**src/rtl/rtc_timekeeper_pkg.sv**
```systemverilog
// rtc_pkg: shared constants and conversion helpers for the RTC timekeeper.
//   SEC_MAX / MIN_MAX / HR24_MAX : last legal value of each time field
//   RESET_HOUR                   : hour loaded by reset (legacy 12:00:00)
//   bin2bcd8                     : 0..99 binary -> packed two-digit BCD
//   hr24_to_hr12                 : 0..23 hour -> 1..12 display hour
package rtc_pkg;

  localparam logic [5:0] SEC_MAX    = 6'd59;
  localparam logic [5:0] MIN_MAX    = 6'd59;
  localparam logic [4:0] HR24_MAX   = 5'd23;
  localparam logic [4:0] RESET_HOUR = 5'd12;

  // Repeated subtraction keeps the logic small; input never exceeds 99,
  // so at most nine subtractions are needed.
  function automatic logic [7:0] bin2bcd8(input logic [6:0] v);
    logic [6:0] rem;
    logic [3:0] tens;
    rem  = v;
    tens = 4'd0;
    for (int i = 0; i < 9; i++) begin
      if (rem >= 7'd10) begin
        rem  = rem - 7'd10;
        tens = tens + 4'd1;
      end
    end
    return {tens, rem[3:0]};
  endfunction

  // Midnight and noon both display as 12.
  function automatic logic [4:0] hr24_to_hr12(input logic [4:0] h);
    logic [4:0] r;
    if (h == 5'd0)       r = 5'd12;
    else if (h > 5'd12)  r = h - 5'd12;
    else                 r = h;
    return r;
  endfunction

endpackage

```
**src/rtl/rtc_timekeeper_if.sv**
```systemverilog
// rtc_timekeeper_if: time-set port.
// Handshake: set_valid is a single-cycle request; it is always accepted in
// the cycle it is high (no ready). If any field is out of range the request
// is discarded and set_err pulses for one cycle in the following cycle.
//   set_valid  request     set_hh/mm/ss  binary time to load
//   set_err    out-of-range indication (slave -> master)
interface rtc_timekeeper_if;
  logic       set_valid;
  logic [4:0] set_hh;
  logic [5:0] set_mm;
  logic [5:0] set_ss;
  logic       set_err;

  modport master (output set_valid, set_hh, set_mm, set_ss, input set_err);
  modport slave  (input set_valid, set_hh, set_mm, set_ss, output set_err);
endinterface

```
**src/rtl/rtc_timekeeper_prescaler.sv**
```systemverilog
// rtc_prescaler: divides enabled clock cycles down to one-second ticks.
//   clk, reset : clock, async active-high reset
//   ena        : count enable; low holds the count
//   clear      : synchronous return to zero (used by a time load)
//   tick       : combinational, high in the cycle the count wraps
module rtc_prescaler #(
  parameter int DIV = 1
) (
  input  logic clk,
  input  logic reset,
  input  logic ena,
  input  logic clear,
  output logic tick
);

  localparam int CW = (DIV > 1) ? $clog2(DIV) : 1;
  localparam logic [CW-1:0] CNT_LAST = CW'(DIV - 1);

  logic [CW-1:0] r_cnt;

  assign tick = ena && (r_cnt == CNT_LAST);

  always_ff @(posedge clk or posedge reset) begin
    if (reset)      r_cnt <= '0;
    else if (clear) r_cnt <= '0;
    else if (ena)   r_cnt <= tick ? '0 : r_cnt + CW'(1);
  end

endmodule

```
**src/rtl/rtc_timekeeper.sv**
```systemverilog
// rtc_timekeeper: binary 24-hour h/m/s timekeeper with prescaler, validated
// load port, minute-resolution alarm and 12/24-hour (optionally BCD) display.
//   clk, reset        : clock, async active-high reset
//   ena               : prescaler enable
//   mode24            : 1 = 24-hour display, 0 = 12-hour display
//   set_if            : time-set port (slave)
//   alarm_en/hh/mm    : alarm enable and target time
//   hh, mm, ss, pm    : display outputs, combinational from registered state
//   sec_pulse, alarm, day_pulse : registered one-cycle event pulses
module rtc_timekeeper
  import rtc_pkg::*;
#(
  parameter int DIV = 1,
  parameter bit BCD = 1'b0
) (
  input  logic       clk,
  input  logic       reset,
  input  logic       ena,
  input  logic       mode24,
  rtc_timekeeper_if.slave set_if,
  input  logic       alarm_en,
  input  logic [4:0] alarm_hh,
  input  logic [5:0] alarm_mm,
  output logic [7:0] hh,
  output logic [7:0] mm,
  output logic [7:0] ss,
  output logic       pm,
  output logic       sec_pulse,
  output logic       alarm,
  output logic       day_pulse
);

  logic [4:0] r_h;
  logic [5:0] r_m, r_s;
  logic       r_sec_pulse, r_alarm, r_day_pulse, r_set_err;

  logic       w_tick, w_set_ok, w_set_bad;
  logic [4:0] w_h_n, w_hr_disp;
  logic [5:0] w_m_n, w_s_n;
  logic       w_day;

  assign w_set_ok  = set_if.set_valid && (set_if.set_hh <= HR24_MAX) &&
                     (set_if.set_mm <= MIN_MAX) && (set_if.set_ss <= SEC_MAX);
  assign w_set_bad = set_if.set_valid && !w_set_ok;

  rtc_prescaler #(.DIV(DIV)) u_prescaler (
    .clk   (clk),
    .reset (reset),
    .ena   (ena),
    .clear (w_set_ok),
    .tick  (w_tick)
  );

  // Time one second after the current registered time.
  always_comb begin
    w_s_n = r_s + 6'd1;
    w_m_n = r_m;
    w_h_n = r_h;
    w_day = 1'b0;
    if (r_s == SEC_MAX) begin
      w_s_n = 6'd0;
      if (r_m == MIN_MAX) begin
        w_m_n = 6'd0;
        if (r_h == HR24_MAX) begin
          w_h_n = 5'd0;
          w_day = 1'b1;
        end else begin
          w_h_n = r_h + 5'd1;
        end
      end else begin
        w_m_n = r_m + 6'd1;
      end
    end
  end

  // A valid load wins over a same-cycle tick; the tick is discarded and
  // no event pulses are raised for that cycle.
  always_ff @(posedge clk or posedge reset) begin
    if (reset) begin
      r_h         <= RESET_HOUR;
      r_m         <= 6'd0;
      r_s         <= 6'd0;
      r_sec_pulse <= 1'b0;
      r_alarm     <= 1'b0;
      r_day_pulse <= 1'b0;
      r_set_err   <= 1'b0;
    end else begin
      r_set_err <= w_set_bad;
      if (w_set_ok) begin
        r_h         <= set_if.set_hh;
        r_m         <= set_if.set_mm;
        r_s         <= set_if.set_ss;
        r_sec_pulse <= 1'b0;
        r_alarm     <= 1'b0;
        r_day_pulse <= 1'b0;
      end else if (w_tick) begin
        r_h         <= w_h_n;
        r_m         <= w_m_n;
        r_s         <= w_s_n;
        r_sec_pulse <= 1'b1;
        r_day_pulse <= w_day;
        r_alarm     <= alarm_en && (w_h_n == alarm_hh) &&
                       (w_m_n == alarm_mm) && (w_s_n == 6'd0);
      end else begin
        r_sec_pulse <= 1'b0;
        r_alarm     <= 1'b0;
        r_day_pulse <= 1'b0;
      end
    end
  end

  assign w_hr_disp = mode24 ? r_h : hr24_to_hr12(r_h);

  assign hh = BCD ? bin2bcd8({2'b00, w_hr_disp}) : {3'b000, w_hr_disp};
  assign mm = BCD ? bin2bcd8({1'b0, r_m})        : {2'b00, r_m};
  assign ss = BCD ? bin2bcd8({1'b0, r_s})        : {2'b00, r_s};
  assign pm = (r_h >= 5'd12);

  assign sec_pulse      = r_sec_pulse;
  assign alarm          = r_alarm;
  assign day_pulse      = r_day_pulse;
  assign set_if.set_err = r_set_err;

endmodule

```
**src/flat_wrapper.sv**
```systemverilog
// flat-port wrapper written by rule: the top's interface ports become plain ports
module rtc_timekeeper_flat import rtc_pkg::*;
#(
  parameter int DIV = 1,
  parameter bit BCD = 1'b0
)
  (clk, reset, ena, mode24, alarm_en, alarm_hh, alarm_mm, hh, mm, ss, pm, sec_pulse, alarm, day_pulse, set_if_set_valid, set_if_set_hh, set_if_set_mm, set_if_set_ss, set_if_set_err);
  rtc_timekeeper_if set_if_i ();
  input  logic clk;
  input  logic reset;
  input  logic ena;
  input  logic mode24;
  input  logic alarm_en;
  input  logic [4:0] alarm_hh;
  input  logic [5:0] alarm_mm;
  output logic [7:0] hh;
  output logic [7:0] mm;
  output logic [7:0] ss;
  output logic pm;
  output logic sec_pulse;
  output logic alarm;
  output logic day_pulse;
  input wire logic [$bits(set_if_i.set_valid)-1:0] set_if_set_valid;
  input wire logic [$bits(set_if_i.set_hh)-1:0] set_if_set_hh;
  input wire logic [$bits(set_if_i.set_mm)-1:0] set_if_set_mm;
  input wire logic [$bits(set_if_i.set_ss)-1:0] set_if_set_ss;
  output wire logic [$bits(set_if_i.set_err)-1:0] set_if_set_err;
  assign set_if_i.set_valid = set_if_set_valid;
  assign set_if_i.set_hh = set_if_set_hh;
  assign set_if_i.set_mm = set_if_set_mm;
  assign set_if_i.set_ss = set_if_set_ss;
  assign set_if_set_err = set_if_i.set_err;
  rtc_timekeeper #(.DIV(DIV), .BCD(BCD)) u_core (.clk(clk), .reset(reset), .ena(ena), .mode24(mode24), .set_if(set_if_i), .alarm_en(alarm_en), .alarm_hh(alarm_hh), .alarm_mm(alarm_mm), .hh(hh), .mm(mm), .ss(ss), .pm(pm), .sec_pulse(sec_pulse), .alarm(alarm), .day_pulse(day_pulse));
endmodule
```
**config.mk**
```make
export PLATFORM = sky130hd
export DESIGN_NAME = rtc_timekeeper_flat
export DESIGN_NICKNAME = d
export VERILOG_FILES = /design/src/rtl/rtc_timekeeper_pkg.sv /design/src/rtl/rtc_timekeeper_if.sv /design/src/rtl/rtc_timekeeper_prescaler.sv /design/src/rtl/rtc_timekeeper.sv /design/src/flat_wrapper.sv
export SDC_FILE = /design/constraint.sdc
export NUM_CORES = 1
export LEC_CHECK = 0
export CAP_MARGIN = 30
export CORE_UTILIZATION = 45
export DETAILED_ROUTE_END_ITERATION = 6
export DONT_BUFFER_PORTS = 1
export PLACE_DENSITY_LB_ADDON = 0.12
export SLEW_MARGIN = 5
export SYNTH_ARGS = -nofsm -noshare
export SYNTH_HDL_FRONTEND = slang
export SYNTH_SLANG_ARGS = --single-unit
export TNS_END_PERCENT = 1
```
**constraint.sdc**
```tcl
create_clock -name clk -period 2.15 [get_ports clk]
set_input_delay 0.3225 -clock clk [delete_from_list [all_inputs] [get_ports clk]]
set_output_delay 0.3225 -clock clk [all_outputs]
set_load 0.005 [all_outputs]
```
Word level (Yosys, flattened, before mapping)
Cells that the tools add are included.
- logic and storage cells: 64
- register bits: 22
- output and inout bits: 29
- input port bits: 34
- reduce and logical (&&, ||, !) cells: 13
- add/subtract/negate cells: 5
- eq/ne operators: 5
- $lt $le $gt $ge: 5
- bitwise gates (word level): 1
- multiplexer cells: 27
- operator list (operator ; number):
    $mux W6 ; 7
    $mux W5 ; 8
    $add A6 B1 Y6 const B ; 2
    $eq A6 B6 Y1 const B ; 2
    $le A6 B6 Y1 const B ; 2
    $mux W1 ; 12
    $logic_and A1 B1 Y1 ; 8
    $eq A6 B6 Y1 ; 1
    $logic_not A6 Y1 ; 1
    $add A5 B1 Y5 const B ; 1
    $eq A5 B5 Y1 ; 1
    $eq A5 B5 Y1 const B ; 1
    $ge A5 B4 Y1 const B ; 1
    $gt A5 B4 Y1 const B ; 1
    $le A5 B5 Y1 const B ; 1
    $logic_not A5 Y1 ; 1
    $sub A5 B4 Y5 const B ; 1
    $reduce_bool A2 Y1 ; 2
    $add A1 B1 Y1 const B ; 1
    $logic_not A1 Y1 ; 1
    $not A1 Y1 ; 1

Longest topological paths before layout
Gate-level depths: netlist (run 1).
- depth in word-level cells: 10
- depth in mapped cells: 9
- depth with buffers taken out: 8

Modules after synthesis
From an unflattened synthesis (run 1), not the netlist that was laid out.
- cells, all modules: 241
- area, all modules: 1928.1 um2
- by module, submodules not included (module ; sequential area each (um2) ; area an instance (um2) ; cells each ; instances):
    rtc_timekeeper ; 528.0 ; 1878.1 ; 237 ; 1
    rtc_prescaler ; 25.0 ; 50.0 ; 4 ; 1

Worst setup path before layout (run 1)
Ideal clock, no wire load.
- path type: reg-to-reg
- from: register u_core.r_s[0]
- to: register u_core.r_alarm (netlist: u_core.alarm)
- arrival time: 1.998 ns
- clock period less this slack: 2.093 ns
- buffers on the path: 2
- setup time: 0.096 ns
- data required time: 2.054 ns
- setup slack: 0.057 ns
- stages on the path, launching flop included: 10
- cell sequence: dfrtp_1 -> ha_1 -> buf_4 -> nand3b_4 -> buf_6 -> o31ai_1 -> a21oi_1 -> a2111oi_1 -> nand4_1 -> nor4_2
- longest elaborated chain between the ends: 8
- elaborated cells on any way between the ends: 13
- classes of those cells: add/sub: 1; eq/ne: 3; mux: 5; reduce/logical: 4
- ends and longest elaborated chain (what ; line ; text):
    from (decl) ; rtc_timekeeper.sv:34 ; logic [5:0] r_m, r_s;
    from (signal assigned) ; rtc_timekeeper.sv:92 ; r_s <= set_if.set_ss;
    from (signal assigned) ; rtc_timekeeper.sv:99 ; r_s <= w_s_n;
    parallel branches: the longest is 5 deep, another holds $add A6 B1 Y6 ; n/a ;
    $logic_and A1 B1 Y1 * ; rtc_timekeeper.sv:103 ; (w_m_n == alarm_mm) && (w_s_n == 6'd0);
    $mux W1 * ; rtc_timekeeper.sv:96 ; end else if (w_tick) begin
    $mux W1 * ; rtc_timekeeper.sv:89 ; if (w_set_ok) begin
    to (signal assigned) ; rtc_timekeeper.sv:102 ; r_alarm <= alarm_en && (w_h_n == alarm_hh) &&
    to (decl) ; rtc_timekeeper.sv:35 ; logic r_sec_pulse, r_alarm, r_day_pulse, r_set_err;
Every way passes the cells marked *.
A chain may end at the register's enable or synchronous reset.

Worst setup path in the final report (run 1)
- from: register u_core.r_h[3]
- to: register u_core.r_alarm (netlist: u_core.alarm)
- longest elaborated chain between the ends: 10
- elaborated cells on any way between the ends: 11
- classes of those cells: add/sub: 1; eq/ne: 2; mux: 5; reduce/logical: 3
- ends and longest elaborated chain (what ; line ; text):
    from (decl) ; rtc_timekeeper.sv:33 ; logic [4:0] r_h;
    from (signal assigned) ; rtc_timekeeper.sv:90 ; r_h <= set_if.set_hh;
    from (signal assigned) ; rtc_timekeeper.sv:97 ; r_h <= w_h_n;
    $add A5 B1 Y5 / $eq A5 B5 Y1 (equally long branches) ; rtc_timekeeper.sv:68, rtc_timekeeper.sv:64 ;
    $mux W5 ; rtc_timekeeper.sv:64 ; if (r_h == HR24_MAX) begin
    $mux W5 ; rtc_timekeeper.sv:62 ; if (r_m == MIN_MAX) begin
    $mux W5 * ; rtc_timekeeper.sv:60 ; if (r_s == SEC_MAX) begin
    $eq A5 B5 Y1 * ; rtc_timekeeper.sv:102 ;
    $logic_and A1 B1 Y1 * (2 in a row) ; rtc_timekeeper.sv:102 ;
    $logic_and A1 B1 Y1 * ; rtc_timekeeper.sv:103 ;
    $mux W1 * ; rtc_timekeeper.sv:96 ;
    $mux W1 * ; rtc_timekeeper.sv:89 ;
Mark *: on every way between the ends. The rest lies on a longest branch, timed or not.

==> summary.md, run 1 <==
| Metric | Value |
|---|---|
| Crit path DAT | `2240 ps` |
| CTS tree | `done` |
| Clk_lat worst skew | `280 ps` |
| Fin nets | `318` |
| Post-synthesis sequential area ratio | `27.1%` |
| Reg2reg start | `u_core.r_h[3]` |
| Root buffer cell | `clkbuf_8` |
| Max Root-Sink Buffers | `2` |
| Mapped Cells | `257` |
| Tot Pwr | `0.00168 W` |
| Avg Inst Size Synth | `7.95 sq um` |
| Total CTS buffers | `3` |
| Remaining global-route overflow | `0` |
| Area growth from synthesis to layout | `15.4%` |
| Outcome | `finished, final reports clean` |
| R2R setup slack | `90 ps` |
| DR vias/cell | `5.85` |
| Design area | `0.00236 sq mm` |
| Most crowded layer after global routing | `met2` |
| Die width | `69.4 microns` |
| Row count | `24` |
| Die ar. | `0.00481 sq mm` |
| Ports | `63` |
| Min Hold Slack | `176 ps` |
| Max H-tree Level | `1` |
| Yosys top cell area share | `24.5%` |
| GR Layer Usage met2 | `37.1%` |
| Top_reg_cell synth | `dfrtp_1` |
| Met1 usage | `33.2%` |
| Initial Util | `46.9%` |
| DRC viols | `0` |
| Placed inst area | `0.00218 sq mm` |
| Clock slew at reported path FFs | `90 ps` |
| Kind of critical path | `reg -> reg` |
| Drt initial violations | `173` |
| Final setup fails | `0` |
| Port Buffers | `0` |
| Vias in the first global route | `1865` |
| Critical Path End | `u_core.alarm` |
| Critical Path Fanout Max | `6` |
| Pleak | `0.967 nW` |
| Count of state elements after synthesis | `22` |
| Hold Startpoint | `set_if_set_valid` |
| Initial antenna violation count | `0` |
| Avg WL per Cell | `16.8 microns` |
| Final hold viol count | `0` |
| Final WS setup | `87.1 ps` |
| Post-DRT Antenna Nets | `0` |
| Area leader, netlist | `dfrtp_1` |
| Max-Cap Viols | `0` |
| Pwr Density | `714 mW/mm^2` |
| Filler Cells Inserted | `418` |
| Path category of the worst min-delay check | `in -> reg` |
| Setup Skew | `9.20 ps` |
| Synth async-reset ratio | `100%` |
| Core Region | `0.00435 sq mm` |
| Fmax achieved | `485 MHz` |
| Sink Count | `22` |
| GRT Total Usage | `24.2%` |
| Post-Syn Area | `0.00204 sq mm` |
| Fraction of layout cells with a size suffix above 1 | `20.7%` |
| R2r endpoint | `u_core.alarm` |
| Number of flops mapped to enable cells by yosys | `0` |
| Routability cong. | `0.875` |
| Register-to-Register Path Depth | `8` |
| Fin util | `54.1%` |
| Peak VDD IR | `382 uV` |
| ANT cells | `0` |
| Met3 Use GR | `5.38%` |
| Dominant cells by area after synthesis | `dfrtp_1 (24%), a21oi_1 (5.9%), nor2_1 (5.3%)` |
| Syn. warnings | `0` |
| CP startpoint kind | `flop` |
| Unique masters post-synth | `54` |
| Place WS | `44.5 ps` |
| Worst Setup SP | `u_core.r_h[3]` |
| Detailed Place HPWL | `4270 microns` |
| Max-slew violation count | `0` |
| Die extent in y | `69.4 microns` |
| CP required | `2320 ps` |
| Via Count | `1914` |
| Total Wirelength | `5490 microns` |
| First-pass GRT wire length | `9210 microns` |
| Type of destination of the critical path | `flop` |
| Post-layout minimum cycle time | `2060 ps` |
| Largest net degree at the start of global routing | `23` |
| Post-route clock period utilization | `96.0%` |
| First-pass DRT Iterations | `4` |
## cell usage in the layout (no fill, tap or decap), drive strengths merged, types with 3 or more instances in the layout
master  count
buf        31
nor2       29
nand2      26
a21oi      24
dfrtp      20
a31oi      11
nand3      10
nor3       10
nand4       8
o21ai       8
ha          8
xor2        7
conb        7
inv         6
xnor2       5
or3         4
and3        4
mux2i       4
nand2b      3
o211ai      3
clkbuf      3
a21boi      3
and3b       3
nand3b      3
nor4        3
## layer usage
layer / vias up / wire length [microns]
met1: 886 / 2430
li1: 955 / -
met5: - / 0
met3: 9 / 344
met2: 64 / 2600
met4: 0 / 114
## worst max-delay path: stages, from the launching register on
cell       delay [ps]
dfstp_2           600
inv_1             100
ha_4              180
and3_1            190
or4_1             470
a21boi_1          190
a2111oi_2          50
nand4_1           120
nor4_2             60
## area by class of cell
| type | instances | area [sq um] | share of cell area [%] |
|---|---|---|---|
| Multi-Input combinational cell | 211 | 1400 | 59.3 |
| Sequential cell | 22 | 554 | 23.5 |
| Timing Repair Buffer | 32 | 246 | 10.5 |
| Tap cell | 52 | 65.1 | 2.76 |
| Clock buffer | 3 | 41.3 | 1.75 |
| Clock inverter | 1 | 30.0 | 1.27 |
| Inverter | 6 | 22.5 | 0.955 |
## cell families after synthesis
logic type	after synthesis	share of synthesized area [%]
simple gates	114	31.2
mux	6	3.06
fa+ha+maj	8	4.90
xor+xnor	12	5.14
buf+inv	30	8.76
compound gates	64	19.7
flops	22	27.1
other cells	1	0.184
## power breakdown
group	internal, W	switching [W]
sequential	0.000475	0.0000830
clock	0.000249	0.000154
combinational	0.000324	0.000398
total	0.00105	0.000635
## how the worst min path moves through the flow
stage               slack, ps                    end  cells after the start
floorplan                 310           u_core.alarm                      1
global placement          280  u_core.set_if.set_err                      2
detailed placement        280  u_core.set_if.set_err                      2
CTS                       170  u_core.set_if.set_err                      1
global route              170          u_core.r_m[4]                      1
finish                    180  u_core.set_if.set_err                      1
## flip-flops by register name, summed over array words and instances (netlist names)
name                      cells
u_core.r_h                    5
u_core.alarm                  1
u_core.u_prescaler.r_cnt      1
u_core.sec_pulse              1
u_core.r_m                    6
u_core.set_if.set_err         1
u_core.r_s                    6
u_core.day_pulse              1
## synth_stat cells (3+ instances only)
cell       n
a21oi_1   24
o21ai_0    7
dfrtp_1   20
and3_1     4
nor3_1    10
nand3_1   10
xnor2_1    5
nor2_1    29
o211ai_1   3
nand4_1    7
nand2_1   25
inv_1      6
nand2b_1   3
buf_6      3
buf_4     11
ha_1       8
a21boi_0   3
xor2_1     7
clkbuf_1   8
mux2i_1    4
or3_1      4
a31oi_1   11
## stage by stage
| stage | setup TNS [ps] | std cells |
|---|---|---|
| detailed placement | 0 | 318 |
| CTS | 0 | 323 |
| finish | 0 | 327 |
| floorplan | 0 | 263 |
| global placement | 0 | 318 |
| global route | -7.50 | 327 |
## what timing repair did
| action | 4_1_cts | 5_1_grt |
|---|---|---|
| setup endpoints to repair | 0 | 2 |
| setup buffers | 0 | 4 |
| resized for setup | 0 | 16 |
| hold buffers | 1 | 0 |
| endpoints found under the hold margin | 20 | 0 |
(Power assumes the default switching activity.)
==> run 2: changes to the inputs <==
==> constraint.sdc (replaced) <==
create_clock -name clk -period 2.43 [get_ports clk]
set_input_delay 0.3645 -clock clk [delete_from_list [all_inputs] [get_ports clk]]
set_output_delay 0.3645 -clock clk [all_outputs]
set_load 0.005 [all_outputs]
==> summary.md, run 2 (synthesis results as in run 1) <==
| Metric | Value |
|---|---|
| Worst hold path depth | `1 (unchanged)` |
| Worst Hold Endpoint | `u_core.set_if.set_err` |
| Total CTS buffers | `3 (unchanged)` |
| Path category of the worst min-delay check | `in -> reg` |
| P_sw | `0.000521 W (-18%)` |
| Total Wirelength | `5200 microns (-5.3%)` |
| Via Count | `1842 (-3.8%)` |
| Most frequent cells in the layout | `nor2_1 (29), nand2_1 (25), a21oi_1 (24)` |
| Register-to-Register Path Depth | `8 (unchanged)` |
| Clk_lat worst skew | `270 ps (about the same)` |
| Type of destination of the critical path | `flop` |
| Vias in the first global route | `1705 (-8.6%)` |
| Setup Skew | `3.10 ps (-6.10 ps)` |
| Die width | `69.4 microns (unchanged)` |
| Fin nets | `301 (-5.3%)` |
| Max Root-Sink Buffers | `2 (unchanged)` |
| Largest net degree at the start of global routing | `23 (unchanged)` |
| Int Power | `0.000860 W (-18%)` |
| Logic gate share of total power | `37.2% (-5.7 points)` |
| Initial Util | `46.9% (unchanged)` |
| Critical Path Fanout Max | `7 (+1)` |
| Max-slew violation count | `0 (unchanged)` |
| Avg WL per Cell | `16.8 microns (-0.11%)` |
| Post-CTS setup buffers | `0 (unchanged)` |
| DRC viols | `0 (unchanged)` |
| Max-Cap Viols | `0 (unchanged)` |
| Pleak | `0.889 nW (-8.0%)` |
| CP startpoint kind | `flop` |
| DR vias/cell | `5.94 (+1.5%)` |
| Row count | `24 (unchanged)` |
| CP required | `2590 ps (+270 ps)` |
| ANT cells | `0 (unchanged)` |
| Die ar. | `0.00481 sq mm (unchanged)` |
| Largest registers | `u_core.r_m: 6 flops, u_core.r_s: 6 flops, u_core.r_h: 5 flops` |
| Crit path DAT | `2390 ps (+150 ps)` |
| Detailed Place HPWL | `4020 microns (-5.8%)` |
| Root buffer cell | `clkbuf_8` |
| Design area | `0.00217 sq mm (-8.0%)` |
| Pwr Density | `637 mW/mm^2 (-11%)` |
| Reg2reg start | `u_core.r_h[3]` |
| Fmax achieved | `448 MHz (-7.5%)` |
| Kind of critical path | `reg -> reg` |
| Post-layout minimum cycle time | `2230 ps (+168 ps)` |
| Sink Count | `22 (unchanged)` |
| RSZ-0062 raised after global routing | `false` |
| Final setup fails | `0 (unchanged)` |
| Hold Startpoint | `set_if_set_valid` |
| Routability cong. | `0.830 (-5.2%)` |
| First-pass DRT Iterations | `4 (unchanged)` |
| Max H-tree Level | `1 (unchanged)` |
| R2R setup slack | `200 ps (+110 ps)` |
| CTS tree | `done` |
| Filler Cells Inserted | `439 (+5.0%)` |
| Drt initial violations | `146 (-16%)` |
| Initial antenna violation count | `0 (unchanged)` |
| GRT Total Usage | `22.2% (-2.0 points)` |
| Clock slew at reported path FFs | `90 ps (about the same)` |
| Final hold viol count | `0 (unchanged)` |
| R2r endpoint | `u_core.alarm` |
| Commonest non-fill, non-tap cell in the layout | `nor2_1` |
| Port Buffers | `0 (unchanged)` |
| Peak VDD IR | `310 uV (-19%)` |
| Die extent in y | `69.4 microns (unchanged)` |
| First-pass GRT wire length | `8490 microns (-7.8%)` |
| Clk network pwr share | `25.3% (+1.3 points)` |
| Outcome | `finished, final reports clean` |
| Setup TNS | `0 ps (unchanged)` |
| Sw frac | `37.7% (about the same)` |
| Seq pwr share | `37.5% (+4.3 points)` |
| Remaining global-route overflow | `0 (unchanged)` |
| Post-DRT Antenna Nets | `0 (unchanged)` |
| Min Hold Slack | `220 ps (+44.8 ps)` |
| Fraction of layout cells with a size suffix above 1 | `12.0% (-8.7 points)` |
| # resized after CTS | `0 (unchanged)` |
| Tot Pwr | `0.00138 W (-18%)` |
| Placed inst area | `0.00207 sq mm (-4.8%)` |
| Post-route clock period utilization | `91.8% (-4.1 points)` |
| Area growth from synthesis to layout | `6.12%` |
| Core Region | `0.00435 sq mm (unchanged)` |
| Ports | `63 (unchanged)` |
==> run 2: repair_timing <==
action | CTS | global route
endpoints found under the hold margin | 0 | 4
hold buffers | 0 | 1
setup endpoints to repair | 0 | 0
==> run 2: worst max-delay path, cell delays in order (launching register included) <==
cell and delay [ps]:
dfstp_2 600, inv_1 140, ha_1 270, and3_1 220, or4_1 460, a21boi_0 180, a2111oi_1 70, nand4_1 130
nor4_2 60
==> run 2: power by group through the flow <==
| stage | clock network [W] | registers, W | logic, W |
|---|---|---|---|
| 2_1_floorplan | 0 | 0.000476 | 0.000460 |
| 3_3_place_gp | 0 | 0.000524 | 0.000508 |
| 3_5_place_dp | 0 | 0.000525 | 0.000509 |
| 4_1_cts | 0.000364 | 0.000517 | 0.000512 |
| 5_1_grt | 0.000376 | 0.000530 | 0.000580 |
| 6_report | 0.000349 | 0.000518 | 0.000514 |
==> run 2: worst max path at each step <==
stage,end,cells past startpoint,start
3_5_place_dp,u_core.alarm,7,u_core.r_h[2]
6_report,u_core.alarm,8,u_core.r_h[3]
2_1_floorplan,u_core.alarm,9,u_core.r_s[0]
3_3_place_gp,u_core.alarm,8,u_core.r_h[3]
4_1_cts,u_core.alarm,7,u_core.r_h[2]
5_1_grt,u_core.alarm,8,u_core.r_m[1]
==> run 2: routing by layer <==
layer / share of wire, % / global-route usage [%] / wire (microns)
met5: 0 / 0 / 0
met4: 0.56 / 4.54 / 29
met3: 4.7 / 5.38 / 244
met2: 47 / 35.5 / 2440
met1: 48 / 30.5 / 2490
==> run 2: per-stage QoR <==
step / utilization (%) / cells / setup WS, ps
floorplan: - / 263 / 337
global placement: 47.6 / 304 / 259
detailed placement: 47.6 / 304 / 201
CTS: 49.2 / 308 / 180
global route: 49.8 / 310 / 36.5
finish: 49.8 / 310 / 199
==> run 2: area by class of cell <==
cell class / instances / area [sq um] / area share [%]
Clock buffer: 3 / 41.3 / 1.90
Clock inverter: 1 / 30.0 / 1.38
Inverter: 6 / 22.5 / 1.04
Sequential cell: 22 / 553 / 25.5
Tap cell: 52 / 65.1 / 3.00
Multi-Input combinational cell: 211 / 1330 / 61.5
Timing Repair Buffer: 15 / 123 / 5.65
==> run 3: changes to the inputs <==
--- a/config.mk
+++ b/config.mk
@@ -6,7 +6,7 @@
 export NUM_CORES = 1
 export LEC_CHECK = 0
 export CAP_MARGIN = 30
-export CORE_UTILIZATION = 45
+export CORE_UTILIZATION = 53
 export DETAILED_ROUTE_END_ITERATION = 6
 export DONT_BUFFER_PORTS = 1
 export PLACE_DENSITY_LB_ADDON = 0.12
==> constraint.sdc (replaced) <==
create_clock -name clk -period 2 [get_ports clk]
set_input_delay 0.3 -clock clk [delete_from_list [all_inputs] [get_ports clk]]
set_output_delay 0.3 -clock clk [all_outputs]
set_load 0.005 [all_outputs]
==> summary.md, run 3 (synthesis results as in run 1) <==
| Metric | Value |
|---|---|
| Fin util | `65.1% (+15 points)` |
| Seq pwr share | `33.2% (-4.3 points)` |
| Max H-tree Level | `1 (unchanged)` |
| Row count | `22 (-8.3%)` |
| Most frequent cells in the layout | `buf_4 (37), nor2_1 (27), nand2_1 (25)` |
| Max-slew violation count | `0 (unchanged)` |
| Area growth from synthesis to layout | `17.5%` |
| CTS tree | `done` |
| Tot Pwr | `0.00178 W (+29%)` |
| Fin nets | `325 (+8.0%)` |
| Total CTS buffers | `3 (unchanged)` |
| Avg WL per Cell | `16.9 microns (+0.59%)` |
| Final hold viol count | `0 (unchanged)` |
| Vias in the first global route | `1786 (+4.8%)` |
| Crit path DAT | `2200 ps (-190 ps)` |
| Commonest non-fill, non-tap cell in the layout | `buf_4` |
| Total Wirelength | `5570 microns (+7.1%)` |
| Violations in the final reports | `negative setup slack` |
| Logic gate share of total power | `47.5% (+10 points)` |
| Peak VDD IR | `437 uV (+41%)` |
| Fraction of layout cells with a size suffix above 1 | `23.0% (+11 points)` |
| First-pass GRT wire length | `8840 microns (+4.1%)` |
| First-pass DRT Iterations | `4 (unchanged)` |
| Drt initial violations | `137 (-6.2%)` |
| Routability cong. | `0.885 (+6.6%)` |
| Max Root-Sink Buffers | `2 (unchanged)` |
| CP required | `2180 ps (-410 ps)` |
| Die extent in y | `64.1 microns (-7.6%)` |
| Initial Util | `55.4% (+8.5 points)` |
| Post-layout minimum cycle time | `2010 ps (-216 ps)` |
| Root buffer cell | `clkbuf_8` |
| Clock slew at reported path FFs | `90 ps (about the same)` |
| Int Power | `0.00107 W (+24%)` |
| Fmax achieved | `496 MHz (+11%)` |
| Largest registers | `u_core.r_m: 6 flops, u_core.r_s: 6 flops, u_core.r_h: 5 flops` |
| GRT Total Usage | `28.4% (+6.2 points)` |
| Remaining global-route overflow | `0 (unchanged)` |
| Setup Skew | `2.71 ps (-0.398 ps)` |
| Final setup fails | `1 (+1)` |
| DRC viols | `0 (unchanged)` |
| P_sw | `0.000711 W (+37%)` |
| Kind of critical path | `reg -> reg` |
| Port Buffers | `0 (unchanged)` |
| Sink Count | `22 (unchanged)` |
| Largest net degree at the start of global routing | `36 (+57%)` |
| Final WS setup | `-15.0 ps (-214 ps)` |
| Pwr Density | `741 mW/mm^2 (+16%)` |
| Detailed Place HPWL | `4130 microns (+2.8%)` |
| Post-DRT Antenna Nets | `0 (unchanged)` |
| Pleak | `0.993 nW (+12%)` |
| RSZ-0062 raised after global routing | `true` |
| Die ar. | `0.00411 sq mm (-15%)` |
| ANT cells | `0 (unchanged)` |
| Critical Path Fanout Max | `6 (-1)` |
| Post-route clock period utilization | `101% (+8.9 points)` |
| Min Hold Slack | `151 ps (-69.5 ps)` |
| CP startpoint kind | `flop` |
| Ports | `63 (unchanged)` |
| Sw frac | `40.0% (+2.3 points)` |
| Path category of the worst min-delay check | `in -> reg` |
| Clk_lat worst skew | `270 ps (about the same)` |
| Outcome | `finished with violations` |
| Initial antenna violation count | `0 (unchanged)` |
| Type of destination of the critical path | `flop` |
| DR vias/cell | `6.04 (+1.7%)` |
| Clk network pwr share | `19.2% (-6.1 points)` |
| Core Region | `0.00369 sq mm (-15%)` |
| Max-Cap Viols | `0 (unchanged)` |
| Via Count | `1994 (+8.3%)` |
| Die width | `64.1 microns (-7.6%)` |
[run 3: changes by cell type in the layout (fill, tap and decap cells not counted), sizes merged]
cell,before,now
bufinv,1,0
nand3b,3,4
clkbuf,3,4
buf,14,37
[run 3: routing by layer]
metal | GRT usage (%) | wire, microns
met1 | 37.9 | 2480
met5 | 0 | 0
met4 | 7.50 | 55
met3 | 4.82 | 403
met2 | 47.5 | 2640
[run 3: path summary, 6_finish.rpt]
kind | startpoint | endpoint | slack, ps | cells after the start
setup / recovery | u_core.r_s[1] | u_core.alarm | -10 | 7
hold / removal | set_if_set_valid | u_core.set_if.set_err | 150 | 1
setup reg to reg | u_core.r_s[1] | u_core.alarm | -10 | 7
hold reg to reg | u_core.u_prescaler.r_cnt | u_core.u_prescaler.r_cnt | 550 | 1
max in group asynchronous | reset | u_core.r_h[2] | 1200 | 3
min in group asynchronous | reset | u_core.set_if.set_err | 510 | 3
[run 3: critical path, cell delays in order (launching register included)]
cell,delay [ps]
dfrtp_1,410
ha_4,190
nand3b_4,140
or4b_4,580
a22oi_2,190
xor2_1,160
nand4_1,110
nor4_2,140
[run 3: what timing repair did]
| item | in CTS | in global routing |
|---|---|---|
| hold endpoints to repair | 20 | 0 |
| buffers inserted | 2 | 0 |
| endpoints found under the setup margin | 1 | 4 |
| hold buffers | 1 | 0 |
| cloned | 1 | 0 |
| pin swaps | 3 | 0 |
| resized for setup | 8 | 5 |
[run 3: cell type report]
class,count,area [sq um]
clock buffer,4,55.1
fill,333,1290
inverter,6,22.5
multi-input combinational,212,1420
sequential,22,556
tap,48,60.1
timing repair buffer,38,288
[run 3: power groups by stage]
stage	registers [W]	logic (W)	clock network, W
finish	0.000591	0.000845	0.000342
floorplan	0.000580	0.000575	0
global route	0.000600	0.000930	0.000359
CTS	0.000585	0.000823	0.000345
detailed placement	0.000585	0.000791	0
global placement	0.000582	0.000781	0
[run 3: stage by stage]
stage | setup WS (ps) | cell area, sq um | std cells | TNS, ps
floorplan | -51.0 | 2090 | 263 | -51.0
global placement | -5.63 | 2250 | 322 | -5.63
detailed placement | -77.0 | 2250 | 322 | -77.0
CTS | -9.39 | 2370 | 330 | -9.39
global route | -145 | 2400 | 330 | -304
finish | -15.0 | 2400 | 330 | -15.0
